<file path="config.mk">
export PLATFORM = sky130hd
export DESIGN_NAME = seq_booth_multiplier
export DESIGN_NICKNAME = d
export VERILOG_FILES = /design/src/rtl/mult_pkg.sv /design/src/rtl/mult_step_adder.sv /design/src/rtl/seq_booth_multiplier.sv
export SDC_FILE = /design/constraint.sdc
export NUM_CORES = 1
export LEC_CHECK = 0
export BUFFER_PORTS_ARGS = -buffer_cell sky130_fd_sc_hd__buf_2
export CORE_MARGIN = 2
export CORE_UTILIZATION = 50
export CTS_CLUSTER_SIZE = 10
export DETAILED_ROUTE_END_ITERATION = 12
export PLACE_DENSITY = 0.79
export RECOVER_POWER = 100
export SETUP_SLACK_MARGIN = 0.15
export SLEW_MARGIN = 10
export SYNTH_ARGS = -nofsm -noshare
export SYNTH_HDL_FRONTEND = slang
export SYNTH_HIERARCHICAL = 1
export SYNTH_SLANG_ARGS = --single-unit
</file>
<file path="constraint.sdc">
create_clock -name clk -period 6.9 [get_ports clk]
set_input_delay 2.07 -clock clk [delete_from_list [all_inputs] [get_ports clk]]
set_output_delay 2.07 -clock clk [all_outputs]
set_load 0.01 [all_outputs]
</file>
<file path="src/rtl/mult_pkg.sv">
`default_nettype none
// ============================================================================
// Module   : mult_pkg
// Brief    : Shared FSM states, Booth step selects and defaults for the
//            sequential Booth / shift-add multiplier.
// Revision : 1.0 - initial parametrised release
// ============================================================================
package mult_pkg;

  // Operand width used when the parent does not override it.
  localparam int DEFAULT_WIDTH = 8;

  // Controller states, kept as plain constants for legacy tool flows.
  localparam logic [1:0] ST_IDLE = 2'b00;
  localparam logic [1:0] ST_RUN  = 2'b01;
  localparam logic [1:0] ST_DONE = 2'b10;

  // Radix-2 Booth step selects.
  localparam logic [1:0] BOOTH_NOP = 2'b00;
  localparam logic [1:0] BOOTH_ADD = 2'b01;
  localparam logic [1:0] BOOTH_SUB = 2'b10;

  // Map the {q[0], q_m1} bit pair onto a Booth step select.
  function automatic logic [1:0] booth_decode(input logic q0, input logic qm1);
    logic [1:0] sel;
    case ({q0, qm1})
      2'b01:   sel = BOOTH_ADD;
      2'b10:   sel = BOOTH_SUB;
      default: sel = BOOTH_NOP;
    endcase
    return sel;
  endfunction

endpackage : mult_pkg
`default_nettype wire

</file>
<file path="src/rtl/mult_step_adder.sv">
`default_nettype none
// ============================================================================
// Module   : mult_step_adder
// Brief    : Combinational WIDTH-bit adder with carry-in used for one
//            multiplier iteration. The carry-out is deliberately dropped:
//            the parent sizes the accumulator so the sum never overflows.
// Revision : 1.0 - initial parametrised release
// ============================================================================
module mult_step_adder #(
  parameter int WIDTH = 9
) (
  input  logic [WIDTH-1:0] i_a,
  input  logic [WIDTH-1:0] i_b,
  input  logic             i_cin,
  output logic [WIDTH-1:0] o_sum
);

  assign o_sum = i_a + i_b + {{(WIDTH-1){1'b0}}, i_cin};

endmodule : mult_step_adder
`default_nettype wire

</file>
<file path="src/rtl/seq_booth_multiplier.sv">
`default_nettype none
// ============================================================================
// Module   : seq_booth_multiplier
// Brief    : WIDTH x WIDTH sequential multiplier, one iteration per clock.
//            Signed operands use radix-2 Booth recoding, unsigned operands
//            use plain shift-add. start/busy/done handshake; the product is
//            held in DONE until the next accepted start or reset.
// Revision : 1.0 - initial parametrised release
// ============================================================================
module seq_booth_multiplier
  import mult_pkg::*;
#(
  parameter int WIDTH = DEFAULT_WIDTH
) (
  input  logic                 clk,
  input  logic                 res,
  input  logic                 start,
  input  logic                 signed_mode,
  input  logic [WIDTH-1:0]     x,
  input  logic [WIDTH-1:0]     y,
  output logic                 busy,
  output logic                 done,
  output logic [2*WIDTH-1:0]   result
);

  localparam int CNT_W = $clog2(WIDTH + 1);

  logic [1:0]         r_state;
  logic [CNT_W-1:0]   r_cnt;
  logic [WIDTH:0]     r_acc;
  logic [WIDTH-1:0]   r_q;
  logic               r_qm1;
  logic [WIDTH-1:0]   r_y;
  logic               r_mode;
  logic               r_busy;
  logic               r_done;
  logic [2*WIDTH-1:0] r_result;

  logic [1:0]         w_sel;
  logic [WIDTH:0]     w_addend;
  logic               w_cin;
  logic [WIDTH:0]     w_sum;
  logic [WIDTH:0]     w_acc_nxt;
  logic [WIDTH-1:0]   w_q_nxt;
  logic               w_last;

  assign w_sel  = booth_decode(r_q[0], r_qm1);
  assign w_last = (r_cnt == CNT_W'(WIDTH));

  // Choose the step addend: sign-extended +/-y for Booth, zero-extended y for shift-add.
  always_comb begin
    w_addend = '0;
    w_cin    = 1'b0;
    if (r_mode) begin
      case (w_sel)
        BOOTH_ADD: w_addend = {r_y[WIDTH-1], r_y};
        BOOTH_SUB: begin
          // ~sext(y) + 1 in WIDTH+1 bits represents -y even for the most-negative y.
          w_addend = ~{r_y[WIDTH-1], r_y};
          w_cin    = 1'b1;
        end
        default:   w_addend = '0;
      endcase
    end else if (r_q[0]) begin
      w_addend = {1'b0, r_y};
    end
  end

  mult_step_adder #(
    .WIDTH (WIDTH + 1)
  ) u_step_adder (
    .i_a   (r_acc),
    .i_b   (w_addend),
    .i_cin (w_cin),
    .o_sum (w_sum)
  );

  // Right shift of {sum, q}: arithmetic for signed mode, logical (zero fill) for unsigned.
  assign w_acc_nxt = {(r_mode ? w_sum[WIDTH] : 1'b0), w_sum[WIDTH:1]};
  assign w_q_nxt   = {w_sum[0], r_q[WIDTH-1:1]};

  // Controller and datapath registers; reset wins over any operation in flight.
  always_ff @(posedge clk) begin
    if (res) begin
      r_state  <= ST_IDLE;
      r_cnt    <= '0;
      r_acc    <= '0;
      r_q      <= '0;
      r_qm1    <= 1'b0;
      r_y      <= '0;
      r_mode   <= 1'b0;
      r_busy   <= 1'b0;
      r_done   <= 1'b0;
      r_result <= '0;
    end else begin
      case (r_state)
        ST_IDLE, ST_DONE: begin
          if (start) begin
            r_state <= ST_RUN;
            r_cnt   <= '0;
            r_acc   <= '0;
            r_q     <= x;
            r_qm1   <= 1'b0;
            r_y     <= y;
            r_mode  <= signed_mode;
            r_busy  <= 1'b1;
            r_done  <= 1'b0;
          end
        end
        ST_RUN: begin
          // start is ignored here; the operation in flight always runs to completion.
          if (w_last) begin
            r_state  <= ST_DONE;
            r_busy   <= 1'b0;
            r_done   <= 1'b1;
            r_result <= {r_acc[WIDTH-1:0], r_q};
          end else begin
            r_acc <= w_acc_nxt;
            r_q   <= w_q_nxt;
            r_qm1 <= r_q[0];
            r_cnt <= r_cnt + 1'b1;
          end
        end
        default: begin
          r_state <= ST_IDLE;
          r_busy  <= 1'b0;
          r_done  <= 1'b0;
        end
      endcase
    end
  end

  assign busy   = r_busy;
  assign done   = r_done;
  assign result = r_result;

endmodule : seq_booth_multiplier
`default_nettype wire

</file>
==> key figures, run 1 <==
Place
  – Area of placed instances: about 2800 sq um
  – Worst-case setup slack after placement: 3.38 ns
  – Port bufs: 37
  – RePlAce Congestion: 0.819
  – HPWL Detailed: roughly 3500 um

Critical path
  – CP Max Fanout: slightly below 50
  – Worst path required time: 6.99 ns
  – Nature of the critical path startpoint: input port
  – Critical-path cell list: clkbuf_1 -> a311oi_1
  – Bufs and invs on worst path: 1
  – Worst Setup End Kind: flip-flop
  – Critical path data arrival time: between 3 and 4 ns
  – Critical-path top delay cell: clkbuf_1
  – Crit path max-delay family: buffers and inverters
  – Setup CP Type: input port to flip-flop
  – Max stage delay on crit path: about 1.5 ns

STA
  – Fin crit period: 3.54 ns
  – Final hold vios: 0
  – Final TNS setup: 0 ns
  – Final setup vio count: 0
  – Relative slew slack: -38.7%
  – Final critical-path share of the clock period: 51.3%
  – Worst slew pin tran: around 2.1 ns
  – Worst setup margin: between 3 and 4 ns
  – RSZ-0062 raised after global routing: false
  – Final Slew Violations: 50
  – F_max: roughly 280 MHz
  – Max Clock Skew: approximately 0.0045 ns
  – Hold_ws: about 0.48 ns

Synthesis
  – Post-synthesis net count: ~340
  – Synth top area cells: dfxtp_1 38%, a21oi_1 8.1%, nand2_1 5.5%
  – Synth Cell Area: roughly 2600 sq um
  – Mean area per synthesized cell: between 8 and 9 sq um
  – Commonest cells in the netlist: 49 x dfxtp_1, 42 x a21oi_1, 38 x nand2_1, 26 x nand3_1
  – Top-area cell type share of the netlist area: between 30% and 40%
  – Ys async rst share: 0%
  – Yosys synthesis warning count: 6
  – Seq/Total Area, Yosys: a little under two fifths
  – Count leader, synth: dfxtp_1
  – EDFF count, synth: 0
  – Number of distinct library cells after synthesis: 43
  – Cells after Synth: between 300 and 400
  – Flip-flop and latch count after synthesis: 49
  – Yosys top cell by area: dfxtp_1
  – Main synth FF type: dfxtp_1

Clock tree
  – CTS tree: built
  – Cts hold-fix bufs: 0
  – Clock tree sinks: approximately 50
  – Clock Latency Late Sink: approximately 0.31 ns
  – CTS Buffer Depth: 2
  – CTS Root Cell: clkbuf_8
  – H-tree Lvls: 2
  – CTS Buf Count: 5
  – Postcts setup bufs: 0
  – Reg clk slew, reported paths: approximately 0.09 ns
  – Cts repair resizes: 0

Global routing
  – Vias in the first global route: about 2.1k
  – Global Route Usage Sum: between 10% and 20%
  – Initial antenna violation count: 0
  – First-pass GRT wire length: approximately 9500 um
  – Largest net degree at the start of global routing: 50
  – Grt ovf: 0

Power
  – P per Cell Area: 197 nW/um^2
  – Peak VDD IR: between 0.09 and 0.1 mV
  – Leak Pwr: just over 1 nW

Drt
  – DR vias: 2310
  – Per-cell routed wire length: between 10 and 15 um
  – First-pass DRT Iterations: 4
  – Drt total wl: 5490 um
  – Residual DRC: 0
  – Final ANT Viol Nets: 0
  – DR vias/cell: between 5 and 6
  – Initial drt markers: between 150 and 200

Finish
  – FF/Latch Area: about 980 sq um
  – Multi-input gate area: 1460 sq um
  – Fill count: between 500 and 600
  – Area Growth Syn to Fin: 9.42%
  – Final Instance Area: roughly 2800 sq um
  – Layout net count: 360
  – Layout cells sized above 1: about 11%
  – N_diodes: 0

Floorplan
  – # IOs: 38
  – DIE AREA: around 5800 sq um
  – DIE HEIGHT: roughly 76 um
  – Initial Utilization: just over 50%
  – Row count: 26
  – Die W: ~76 um
  – Core Area: between 5000 and 6000 sq um

Job
  – Max-Cap Viols: 1

Worst hold path
  – HP Class: flip-flop to flip-flop

Outcome
  – Outcome: finished, violations left
  – Failing checks: capacitance limit, slew limit
-- cell usage in the layout (no fill, tap or decap), types with 2 or more instances in the layout --
master,netlist,routed
nor2b_1,5,4
o211ai_1,18,18
xnor2_1,5,5
buf_2,13,18
o21a_1,2,2
ha_1,9,9
nand3_1,26,26
o21ai_0,18,18
xor2_1,2,2
nor2_1,3,3
clkbuf_1,15,19
nor3_1,3,3
fa_1,2,2
buf_4,1,4
nand2_1,38,38
a211oi_1,8,8
a22o_1,7,7
nand2b_1,3,3
a311oi_1,8,8
clkbuf_8,0,6
inv_1,5,5
mux2i_1,9,9
a21oi_1,42,42
dfxtp_1,49,49
-- kinds of logic (layout without fill, tap and decap cells) --
group / Yosys count / count (layout) / share of synthesized area, %
AOI/OAI and AO/OA: 115 / 115 / 29.0
and+or+nand+nor: 85 / 85 / 15.5
DFF: 49 / 49 / 37.9
buffers and inverters: 35 / 54 / 5.90
adders and majority gates: 11 / 11 / 5.90
muxes: 9 / 9 / 3.48
xor gates and xnor gates: 7 / 7 / 2.37
-- stage by stage --
| stage | cells | total power [mW] | util, % |
|---|---|---|---|
| after CTS | 400 | 0.560 | 56.7 |
| after global routing | 400 | 0.582 | 56.2 |
| final | 400 | 0.558 | 56.2 |
| after global placement | 392 | 0.382 | 54.7 |
| after floorplan | 311 | 0.367 | - |
| after detailed placement | 392 | 0.384 | 54.7 |
-- final timing paths --
| kind | slack (ns) | cells after the start | start | to |
|---|---|---|---|---|
| setup / recovery | 3.36 | 2 | res | r_q[6]$_SDFFE_PP0P_ |
| hold / removal | 0.48 | 2 | result[2]$_SDFFE_PP0P_ | result[2]$_SDFFE_PP0P_ |
| setup reg to reg | 3.55 | 11 | r_q[0]$_SDFFE_PP0P_ | r_acc[5]$_SDFFE_PP0P_ |
| hold reg to reg | 0.48 | 2 | result[2]$_SDFFE_PP0P_ | result[2]$_SDFFE_PP0P_ |
-- flip-flops by register name (all words and copies together) (netlist names) --
signal,flops
r_qm1,1
result,16
r_state,2
r_q,8
r_cnt,4
r_acc,9
r_mode,1
r_y,8
-- worst min-delay path, cell delays in order (launching register included) --
cell and delay [ns]:
dfxtp_1 0.32, o21ai_0 0.06, a21oi_1 0.06
-- routing by layer --
layer,vias to the layer above,wire length (um),GRT usage (%)
met2,49,2590,32.9
met4,0,87,8.18
met5,-,0,0
li1,1170,-,-
met1,1084,2600,24.9
met3,7,219,3.21
-- power breakdown --
group / switching (mW) / internal (mW)
registers: 0.0125 / 0.294
clock network: 0.0978 / 0.0814
logic: 0.0446 / 0.0276
total: 0.155 / 0.403
-- cell type report --
type,instances,share of cell area [%]
Clock buffer,6,2.92
Clock inverter,2,0.486
Inverter,5,0.663
Multi-Input combinational cell,227,51.5
Sequential cell,49,34.6
Tap cell,70,3.09
Timing Repair Buffer,41,6.76
Power figures use the tool's default switching activity.
==> run 2: changes to the inputs <==
clock period = 3.5 ns   (was 6.9 ns; I/O delays follow)
==> key figures, run 2 (synthesis results as in run 1) <==
STA
  – F_max: ~320 MHz
  – Final TNS setup: 0 ns
  – Final hold vios: 0
  – RSZ-0062 raised after global routing: false
  – Max Clock Skew: around 0.014 ns
  – Final Slew Violations: 30
  – Final critical-path share of the clock period: 90.0%
  – Relative slew slack: -22.1%
  – Fin crit period: 3.15 ns
  – Worst slew pin tran: around 1.8 ns
  – Final setup vio count: 0

Place
  – RePlAce Congestion: 0.843
  – HPWL Detailed: about 4000 um
  – Port bufs: 37
  – Placed insts: 395
  – Area of placed instances: ~2800 sq um

Finish
  – Final Instance Area: around 2800 sq um
  – Final Non-Filler Cells: between 400 and 500
  – N_diodes: 0
  – Commonest cells after routing, fill and taps aside: 48 x dfxtp_1, 42 x a21oi_1, 38 x nand2_1
  – Layout net count: approximately 360
  – Layout cells sized above 1: 11.1%
  – Largest register FFs: 16
  – Area Growth Syn to Fin: 9.62%
  – Commonest non-fill, non-tap cell in the layout: dfxtp_1

Critical path
  – Crit path max-delay family: compound AO/OA/AOI/OAI gates
  – Nature of the critical path startpoint: flip-flop
  – Critical path data arrival time: roughly 3.4 ns
  – Worst Setup End Kind: flip-flop
  – Bufs and invs on worst path: 0
  – Max stage delay on crit path: approximately 0.48 ns
  – Setup CP Type: flip-flop to flip-flop
  – Critical-path top delay cell: fa_1
  – Critical-path cell list: nor2b_1 -> and2_0 -> a22o_1 -> fa_2 -> fa_1 -> a21o_2 -> a21oi_2 -> o31ai_2 -> xnor2_1 -> o2111ai_1 -> a21oi_1
  – Worst path required time: roughly 3.7 ns
  – CP Max Fanout: 13
  – Reg-to-reg slack, setup: approximately 0.35 ns

Drt
  – Drt total wl: 5800 um
  – DR vias: around 2.3k
  – Initial drt markers: between 150 and 200
  – Final ANT Viol Nets: 0
  – Max layer used: met4
  – Residual DRC: 0
  – Met3 routed WL: about 230 um
  – Wire length on met2: 2710 um
  – First-pass DRT Iterations: 4
  – WL met1: around 2800 um
  – DR vias/cell: around 5.8
  – Per-cell routed wire length: approximately 14 um

Power
  – Leak Pwr: approximately 1.0 nW
  – P per Cell Area: 382 nW/um^2
  – Peak VDD IR: around 0.21 mV

Clock tree
  – CTS Buffer Depth: 2
  – Reg clk slew, reported paths: around 0.09 ns
  – Cts hold-fix bufs: 0
  – CTS Root Cell: clkbuf_8
  – Postcts setup bufs: 0
  – CTS Buf Count: 5
  – Cts repair resizes: 0
  – Clock tree sinks: between 40 and 50
  – Clock Latency Late Sink: approximately 0.31 ns
  – H-tree Lvls: 2
  – CTS tree: built

Floorplan
  – Die W: 76.0 um
  – Core Area: between 5000 and 6000 sq um
  – Initial Utilization: 51.3%
  – # IOs: 38
  – Row count: 26
  – DIE HEIGHT: between 70 and 80 um
  – DIE AREA: around 5800 sq um

Global routing
  – Grt ovf: 0
  – First-pass GRT wire length: approximately 10000 um
  – Largest net degree at the start of global routing: 50
  – Global Route Usage Sum: between 20% and 30%
  – Initial antenna violation count: 0
  – Vias in the first global route: 2167

Outcome
  – Outcome: finished, violations left
  – Failing checks: capacitance limit, slew limit

Job
  – Max-Cap Viols: 1

Worst hold path
  – HP Class: flip-flop to flip-flop
-- run 2: cell count changes in the layout (fill, tap and decap cells not counted), sizes merged --
cell / before / now
clkinv: 2 / 1
clkinvlp: 0 / 1
clkbuf: 25 / 27
inv: 5 / 6
-- run 2: where the power goes --
part	switching, mW	internal, mW
Clock	0.192	0.142
Sequential	0.0218	0.579
Combinational	0.0937	0.0549
-- run 2: worst register-to-register path: stages (launching register included) --
cell	delay, ns
dfxtp_2	0.39
nor2b_1	0.16
and2_0	0.26
a22o_1	0.30
fa_2	0.41
fa_1	0.48
a21o_2	0.23
a21oi_2	0.21
o31ai_2	0.10
xnor2_1	0.19
o2111ai_1	0.13
a21oi_1	0.21
-- run 2: area by class of cell --
type,instances,area (sq um)
clock buffer,5,68.8
clock inverter,3,21.3
fill,506,2200
inverter,5,18.8
multi-input combinational,227,1460
sequential,49,982
tap,70,87.6
timing repair buffer,44,203
-- run 2: worst paths after layout --
kind,to,start,cells past startpoint
worst min register to register,result[9]$_SDFFE_PP0P_,result[9]$_SDFFE_PP0P_,2
worst max-delay path,r_acc[8]$_SDFFE_PP0P_,r_mode$_SDFFE_PP0P_,11
worst min-delay path,result[9]$_SDFFE_PP0P_,result[9]$_SDFFE_PP0P_,2
worst max register to register,r_acc[8]$_SDFFE_PP0P_,r_mode$_SDFFE_PP0P_,11
-- run 2: routing by layer --
layer | global-route usage [%] | up-vias
li1 | - | 1181
met1 | 28.5 | 1094
met2 | 34.0 | 54
met3 | 3.93 | 7
met4 | 6.00 | 0
met5 | 0 | -
-- run 2: through the flow --
stage          total power, mW  setup slack [ns]  hold WS, ns  util (%)
6_report                  1.08             0.350        0.479      56.3
5_1_grt                   1.14             0.130        0.518      56.3
3_3_place_gp             0.758             0.366        0.460      55.2
3_5_place_dp             0.763             0.286        0.464      55.2
4_1_cts                   1.09             0.266        0.477      57.0
2_1_floorplan            0.723             0.602        0.457         -
